`src/rtl/rf_pkg.sv`:
```
`default_nettype none
// +--------------------------------------------------------------------------+
// | Package     : rf_pkg                                                     |
// | Description : Shared register-file constants and write-back requester    |
// |               indices used by the write-back arbiter and its users.      |
// | Revision    : 1.0 - initial release                                      |
// +--------------------------------------------------------------------------+
package rf_pkg;

   localparam int RF_AW       = 5;
   localparam int RF_DW       = 32;
   localparam int RF_NREGS    = 32;
   localparam int RF_ZERO_REG = 0;

   // Requester slot indices on the write-back arbiter
   localparam int WB_ALU  = 0;
   localparam int WB_LOAD = 1;
   localparam int WB_MDU  = 2;

   typedef enum logic [1:0] {
      SRC_ALU  = 2'd0,
      SRC_LOAD = 2'd1,
      SRC_MDU  = 2'd2
   } wb_src_e;

endpackage : rf_pkg
`default_nettype wire

```
`src/rtl/rf_wb_arbiter_rr_pick.sv`:
```
`default_nettype none
// +--------------------------------------------------------------------------+
// | Module      : rr_pick                                                    |
// | Description : Combinational round-robin priority picker. Searches the    |
// |               request vector starting at ptr, ascending with wrap, and   |
// |               returns a one-hot grant for the first set request.         |
// | Revision    : 1.0 - initial release                                      |
// +--------------------------------------------------------------------------+
module rr_pick #(
   parameter int NREQ = 3,
   parameter int PW   = (NREQ > 1) ? $clog2(NREQ) : 1
) (
   input  logic [NREQ-1:0] req,
   input  logic [PW-1:0]   ptr,
   output logic [NREQ-1:0] gnt
);

   logic found;
   int   idx;

   // Walk the requesters from ptr with wrap; the first requester found wins
   always_comb begin
      gnt   = '0;
      found = 1'b0;
      idx   = 0;
      for (int off = 0; off < NREQ; off++) begin
         idx = (int'(ptr) + off) % NREQ;
         if (!found && req[idx]) begin
            gnt[idx] = 1'b1;
            found    = 1'b1;
         end
      end
   end

endmodule : rr_pick
`default_nettype wire

```
`src/rtl/rf_wb_arbiter.sv`:
```
`default_nettype none
// +--------------------------------------------------------------------------+
// | Module      : rf_wb_arbiter                                              |
// | Description : Write-back arbiter for the single register-file write      |
// |               port. One holding slot per requester, round-robin grant,   |
// |               writes to $zero dropped, pending-write mask for hazards.   |
// | Revision    : 1.0 - initial release                                      |
// +--------------------------------------------------------------------------+
module rf_wb_arbiter
   import rf_pkg::*;
#(
   parameter int NREQ = 3,
   parameter int DW   = RF_DW,
   parameter int AW   = RF_AW
) (
   input  logic                 clock,
   input  logic                 reset,
   input  logic [NREQ-1:0]      req_valid,
   output logic [NREQ-1:0]      req_ready,
   input  logic [NREQ*AW-1:0]   req_addr,
   input  logic [NREQ*DW-1:0]   req_data,
   output logic                 rf_W_en,
   output logic [AW-1:0]        rf_Waddr,
   output logic [DW-1:0]        rf_Data_In,
   output logic [NREQ-1:0]      grant,
   output logic [(2**AW)-1:0]   pending_mask
);

   localparam int PW = (NREQ > 1) ? $clog2(NREQ) : 1;

   logic [NREQ-1:0] slot_valid;
   logic [AW-1:0]   slot_addr [NREQ];
   logic [DW-1:0]   slot_data [NREQ];
   logic [PW-1:0]   rr_ptr;

   logic [NREQ-1:0] pick_gnt;
   logic [PW-1:0]   grant_idx;
   logic [NREQ-1:0] accept;

   rr_pick #(
      .NREQ (NREQ),
      .PW   (PW)
   ) u_rr_pick (
      .req  (slot_valid),
      .ptr  (rr_ptr),
      .gnt  (pick_gnt)
   );

   // Grant is suppressed while reset is high so no write escapes that cycle
   always_comb begin
      grant = reset ? '0 : pick_gnt;
   end

   // A slot can accept when empty or when it is being drained this cycle
   always_comb begin
      req_ready = reset ? '0 : (~slot_valid | grant);
      accept    = req_valid & req_ready;
   end

   // Drive the write port from the granted slot; zeros when idle
   always_comb begin
      rf_W_en    = 1'b0;
      rf_Waddr   = '0;
      rf_Data_In = '0;
      grant_idx  = '0;
      for (int i = 0; i < NREQ; i++) begin
         if (grant[i]) begin
            rf_W_en    = 1'b1;
            rf_Waddr   = slot_addr[i];
            rf_Data_In = slot_data[i];
            grant_idx  = PW'(i);
         end
      end
   end

   // Registers with a buffered write; slots never hold register 0
   always_comb begin
      pending_mask = '0;
      for (int i = 0; i < NREQ; i++) begin
         if (slot_valid[i] && !reset) begin
            pending_mask[slot_addr[i]] = 1'b1;
         end
      end
   end

   // Slot storage: accept reloads (or empties on $zero), grant alone clears
   always_ff @(posedge clock or posedge reset) begin
      if (reset) begin
         slot_valid <= '0;
         for (int i = 0; i < NREQ; i++) begin
            slot_addr[i] <= '0;
            slot_data[i] <= '0;
         end
      end else begin
         for (int i = 0; i < NREQ; i++) begin
            if (accept[i]) begin
               slot_valid[i] <= (req_addr[i*AW +: AW] != AW'(RF_ZERO_REG));
               slot_addr[i]  <= req_addr[i*AW +: AW];
               slot_data[i]  <= req_data[i*DW +: DW];
            end else if (grant[i]) begin
               slot_valid[i] <= 1'b0;
            end
         end
      end
   end

   // Round-robin pointer moves past the slot just granted
   always_ff @(posedge clock or posedge reset) begin
      if (reset) begin
         rr_ptr <= '0;
      end else if (rf_W_en) begin
         rr_ptr <= (grant_idx == PW'(NREQ - 1)) ? '0 : grant_idx + 1'b1;
      end
   end

endmodule : rf_wb_arbiter
`default_nettype wire

```
`config.mk`:
```
export PLATFORM = sky130hd
export DESIGN_NAME = rf_wb_arbiter
export DESIGN_NICKNAME = d
export VERILOG_FILES = /design/src/rtl/rf_pkg.sv /design/src/rtl/rf_wb_arbiter_rr_pick.sv /design/src/rtl/rf_wb_arbiter.sv
export SDC_FILE = /design/constraint.sdc
export NUM_CORES = 1
export LEC_CHECK = 0
export CAP_MARGIN = 0
export CORE_ASPECT_RATIO = 0.7
export CORE_MARGIN = 1.5
export CORE_UTILIZATION = 48
export DETAILED_ROUTE_END_ITERATION = 12
export PLACE_DENSITY = 0.79
export SLEW_MARGIN = 5
export SYNTH_ARGS = -nofsm -noshare
export SYNTH_HDL_FRONTEND = slang
export SYNTH_SLANG_ARGS = --single-unit
```
`constraint.sdc`:
```
create_clock -name clock -period 5.8 [get_ports clock]
set_input_delay 0.58 -clock clock [delete_from_list [all_inputs] [get_ports clock]]
set_output_delay 0.58 -clock clock [all_outputs]
set_load 0.01 [all_outputs]
```
Word-level counts from Yosys, hierarchy flattened

Index checks and enable logic that the tools add are counted.
W data, S select, Z words.

Flip-flop bits (word level): 116
Output and inout bits: 76
Input bits: 116

Divide/modulo/power cells: 3
Bitwise logic cells: 7
$add $sub $neg: 3
$lt $le $gt $ge: 12
Muxes and demuxes: 49
Reduce and logical (&&, ||, !) cells: 20
Eq/ne operators: 1

Operators by type and width:

| kind                    | count |
|---|---|
| $mux W32                | 6 |
| $ge A32 B1 Y1 const B   | 3 |
| $lt A32 B4 Y1 const B   | 3 |
| $mod A32 B3 Y32 const B | 2 |
| $or A32 B32 Y32         | 2 |
| $mod A3 B3 Y32 const B  | 1 |
| $mux W1                 | 24 |
| $lt A5 B6 Y1 const B    | 3 |
| $demux W1 S5            | 3 |
| $ge A5 B1 Y1 const B    | 3 |
| $mux W3                 | 5 |
| $mux W5                 | 3 |
| $reduce_bool A5 Y1      | 3 |
| $logic_and A1 B1 Y1     | 11 |
| $or A3 B3 Y3            | 3 |
| $bmux W1 S2             | 3 |
| $demux W1 S2            | 3 |
| $reduce_bool A2 Y1      | 3 |
| $mux W2                 | 2 |
| $add A2 B1 Y3 const B   | 1 |
| $add A2 B2 Y3 const B   | 1 |
| $and A3 B3 Y3           | 1 |
| $logic_not A1 Y1        | 3 |
| $not A3 Y3              | 1 |
| other kinds (2)         | 2 |

Logic depth before layout (Yosys ltp)

Word-level depth: 16
Depth in mapped cells: 13

By module

A second synthesis with hierarchy kept.

Cells, all modules: 549
Area, all modules: 6269.8 µm²

By module, submodules not included:

| module        | area each (µm²) | cells each | sequential area each (µm²) | times used |
|---|---|---|---|---|
| rf_wb_arbiter | 6004.5          | 514        | 2902.8                     | 1 |
| rr_pick       | 265.3           | 35         | 0.0                        | 1 |

Worst setup path after synthesis

OpenSTA, ideal clock, no wires.

Kind: input-to-output
Start: in reset
End: out pending_mask[10]
Cell stages on the path: 5
Slack: 1.145 ns
Buffers on the path: 0
Arrival: 4.075 ns
Cell sequence: inv_1 > nand2_1 > nor2_1 > a22oi_1 > nand2_1

Longest elaborated chain between the ends: 7
Elaborated cells between the ends (all ways): 9
Those cells by class: mux (3); bitwise (2); reduce/logical (4)

RTL lines:

| element                      | line                | source |
|---|---|---|
| start, declared              | rf_wb_arbiter.sv:17 | `input logic reset,` |
| $logic_not A1 Y1 (no line) * | --                  |  |
| $logic_and A1 B1 Y1          | rf_wb_arbiter.sv:80 | `if (slot_valid[i] && !reset) begin` |
| $mux W32                     | rf_wb_arbiter.sv:80 |  |
| $or A32 B32 Y32 (no line)    | --                  |  |
| $mux W32                     | rf_wb_arbiter.sv:80 |  |
| $or A32 B32 Y32 (no line)    | --                  |  |
| $mux W32 *                   | rf_wb_arbiter.sv:80 |  |
| end, declared                | rf_wb_arbiter.sv:26 | `output logic [(2**AW)-1:0] pending_mask` |

Every way passes the cells marked *; elsewhere a longest branch is shown, timed or not.

Final worst setup path

Start: reg rr_ptr[0]
End: out rf_Data_In[4]

Longest elaborated chain between the ends: 15
Elaborated cells between the ends (all ways): 44
Those cells by class: add/sub (2); div (3); order compare (6); mux (24); bitwise (2); reduce/logical (7)

RTL lines:

| element                                                                  | line                        | source |
|---|---|---|
| start, declared                                                          | rf_wb_arbiter.sv:34         | `logic [PW-1:0] rr_ptr;` |
| start signal, assigned                                                   | rf_wb_arbiter.sv:112        | `rr_ptr <= (grant_idx == PW'(NREQ - 1)) ? '0 : grant_idx + 1'b1;` |
| parallel branches: the longest is 10 deep, another holds $mod A32 B3 Y32 | --                          |  |
| $mux W3 *                                                                | rf_wb_arbiter_rr_pick.sv:28 | `if (!found && req[idx]) begin` |
| $mux W3 *                                                                | rf_wb_arbiter.sv:51         | `grant = reset ? '0 : pick_gnt;` |
| $mux W32 (2 in a row)                                                    | rf_wb_arbiter.sv:67         | `if (grant[i]) begin` |
| $mux W32 *                                                               | rf_wb_arbiter.sv:67         |  |
| end, declared                                                            | rf_wb_arbiter.sv:24         | `output logic [DW-1:0] rf_Data_In,` |

Every way passes the cells marked *. The select of a mux whose other input is x is not followed.

==> results.py <==
metrics = {
    "placed_design": {
        "dpl.hpwl_mm": 13.3,
        "post-place-cells": 880,
        "portBuffers": 191,
        "place_area_sq_mm": 0.00828,
        "gp_congestion": 0.902,
    },
    "setup_path": {
        "crit_path_start_kind": "flip-flop",
        "crit_required_ns": 5.22,
        "reg2reg_from": "rr_ptr[0]",
        "critical_path_class": "flip-flop to output port",
        "critPathMaxFanout": 31,
        "reg2reg_depth": 8,
        "endpoint_kind": "output port",
        "cp.arrival_ns": 4.29,
        "timing.rr.end": "slot_data[42]",
        "r2r_slack_ns": 2.30,
    },
    "hold_path": {
        "hold_path.class": "flip-flop to flip-flop",
        "whs_path_depth": 1,
        "hp-start": "slot_data[53]",
        "hold_path_end": "slot_data[53]",
    },
    "detailed_routing": {
        "num_vias": 5500,
        "totalWireLength_mm": 18.7,
        "ant_nets": 0,
        "wl_per_cell_microns": 20.5,
        "drtIter0Drc": 523,
        "drtPass1Iterations": 10,
        "drc_errors": 4,
        "vias_per_cell": 6.04,
    },
    "synthesis": {
        "syn-num-nets": 680,
        "synth_seq_area_share_pct": 46.1,
        "yosysWarnings": 0,
        "syn_avg_cell_area_sq_um": 11.2,
        "synth_async_sr_flop_share_pct": 100,
        "netlist_instances": 560,
        "synth.ff_latch_count": 116,
        "synth_edf_count": 0,
        "synthFlopType": "dfrtp_1",
        "synth_area_sq_mm": 0.00629,
        "ys_types": 53,
    },
    "global_routing": {
        "grt_first_pass_wirelength_mm": 29.8,
        "grt_pass1_vias": 5610,
        "antenna_found_initial": 0,
        "grt_use_total_pct": 27.6,
        "grt_max_degree": 57,
        "grt.overflow.total": 0,
    },
    "power_and_ir_drop": {
        "p_seq_share_pct": 31.8,
        "vdd_drop_max_v": 0.000317,
        "p_int_mw": 3.07,
        "leakagePower_nw": 3.80,
        "combPwrFrac_pct": 49.5,
        "total_power_mw": 4.97,
        "clkPwrFrac_pct": 18.6,
        "sw_frac_of_total_pct": 38.1,
        "p_switching_mw": 1.89,
        "p_per_area_mw_per_mm2": 564,
    },
    "clocking": {
        "cts_hold_buffers": 0,
        "cts.repair.resized": 0,
        "clock_latency_ns": 0.41,
        "cts-root-buf": "clkbuf_16",
        "h-tree-depth": 4,
        "clk_pin_slew_ns": 0.05,
        "numCtsBuffers": 17,
        "cts_setup_buffers": 0,
        "clock-sinks": 116,
        "cts_tree": "yes",
        "cts_buffer_depth": 2,
    },
    "flow_run": {
        "maxCapViolations": 0,
    },
    "final_layout": {
        "post-route-util_pct": 69.9,
        "drive_gt1_share_pct": 10.3,
        "final_cell_area_sq_mm": 0.00880,
        "syn2layout_area_growth_pct": 40.0,
        "fin_nets": 857,
        "diodes": 0,
        "fill_cells": 879,
        "layout.cells.non_filler": 911,
    },
    "floorplanning": {
        "initial_utilization_pct": 50.0,
        "core_sq_mm": 0.0126,
        "placementRows": 34,
        "dieArea_sq_mm": 0.0138,
        "die_w_microns": 140,
        "die_h_microns": 98.8,
        "io_pins": 192,
    },
    "sta": {
        "final-max-slew-violation-count": 0,
        "min_period_ns": 4.87,
        "final-hold-violation-count": 0,
        "finalClockSkew_ns": 0.00913,
        "worstMarginPinSlew_ns": 1.30,
        "finalSetupViolCount": 0,
        "rsz0062_at_grt": "no",
        "tns_ns": 0,
        "max_freq_ghz": 0.205,
        "period_share_pct": 84.0,
        "slew_headroom_pct": 12.8,
    },
    "status": {
        "violations": "design-rule violations",
        "outcome": "finished with violations",
    },
}
## layout by cell type, fill, tap and decap left out, types with 4 or more instances in the layout
master / instances
clkbuf_16: 17
ha_1: 4
mux2_4: 9
nor2b_1: 7
clkinvlp_4: 5
and3_1: 39
and3b_1: 5
mux2_2: 16
clkdlybuf4s50_1: 191
mux2_1: 86
nand2_1: 81
nor3_1: 8
inv_1: 4
nor3b_1: 11
a22oi_1: 32
dfrtp_1: 116
a221o_1: 36
clkinv_2: 4
buf_4: 9
nor2_1: 15
## critical path, stage by stage (launching register included)
cell and delay [ns]:
dfrtp_1 0.40, inv_1 0.08, ha_1 0.42, nor2b_1 0.19, o22ai_1 0.35, a2bb2oi_2 0.70
nor4b_4 0.48, buf_4 0.43, a221o_1 0.26, clkdlybuf4s50_1 0.54
## layout make-up
class | count | area [sq um] | area share (%)
clock buffer | 19 | 443 | 5.03
inverter | 7 | 28.8 | 0.327
clock inverter | 12 | 83.8 | 0.952
timing repair buffer | 200 | 1980 | 22.5
tap | 162 | 203 | 2.30
sequential | 116 | 2900 | 33.0
multi-input combinational | 395 | 3160 | 35.9
## metal layers
layer | routed length [microns] | vias to the layer above | track usage (%)
li1 | - | 2432 | -
met1 | 8120 | 2728 | 37.6
met2 | 8360 | 294 | 42.0
met3 | 1630 | 46 | 7.24
met4 | 541 | 0 | 12.0
met5 | 0 | - | 0
## state kept, by name (all words and copies together) (netlist names)
| signal | flops |
|---|---|
| slot_addr | 15 |
| slot_data | 96 |
| rr_ptr | 2 |
| slot_valid | 3 |
## Yosys cell counts, types with 4 or more instances
library cell	count	area, sq um
mux2_1	86	968
clkbuf_1	21	78.8
nor3b_1	11	82.6
buf_2	15	75.1
inv_1	5	18.8
mux2_2	16	180
mux2_4	9	135
ha_1	4	50.1
and3b_1	5	43.8
nor2b_1	7	43.8
a221o_1	36	360
nor3_1	8	40.0
a22oi_1	32	240
nand2_1	81	304
and3_1	39	244
nor2_1	15	56.3
dfrtp_1	116	2900
## how the worst max path moves through the flow
stage	cells after the start	slack (ns)	startpoint	to
2_1_floorplan	5	1.14	reset	pending_mask[10]
3_3_place_gp	9	1.56	rr_ptr[0]	rf_Data_In[4]
3_5_place_dp	9	1.44	rr_ptr[0]	rf_Data_In[4]
4_1_cts	9	0.99	rr_ptr[0]	rf_Data_In[4]
5_1_grt	9	0.70	rr_ptr[0]	rf_Data_In[4]
6_report	9	0.93	rr_ptr[0]	rf_Data_In[4]
## through the flow
step                      hold WS (ns)  worst slack [ns]
after floorplan                  0.449              1.14
final                            0.476             0.929
after global placement           0.459              1.56
after global routing             0.493             0.704
after detailed placement         0.468              1.44
after CTS                        0.481             0.993
## logic make-up after synthesis
family / Yosys count / share of synthesized area [%]
simple gates: 183 / 15.3
fa+ha+maj: 4 / 0.796
flops: 116 / 46.1
mux: 113 / 20.7
buf+inv: 49 / 3.70
compound gates: 95 / 13.3
## power by group through the flow
stage | Sequential [mW] | Combinational (mW) | Clock (mW)
finish | 1.58 | 2.46 | 0.926
global route | 1.62 | 2.63 | 0.975
CTS | 1.56 | 2.45 | 0.936
detailed placement | 1.56 | 2.43 | 0
global placement | 1.55 | 2.37 | 0
floorplan | 1.37 | 1.63 | 0
No activity file was read; power rests on OpenSTA's default activity.
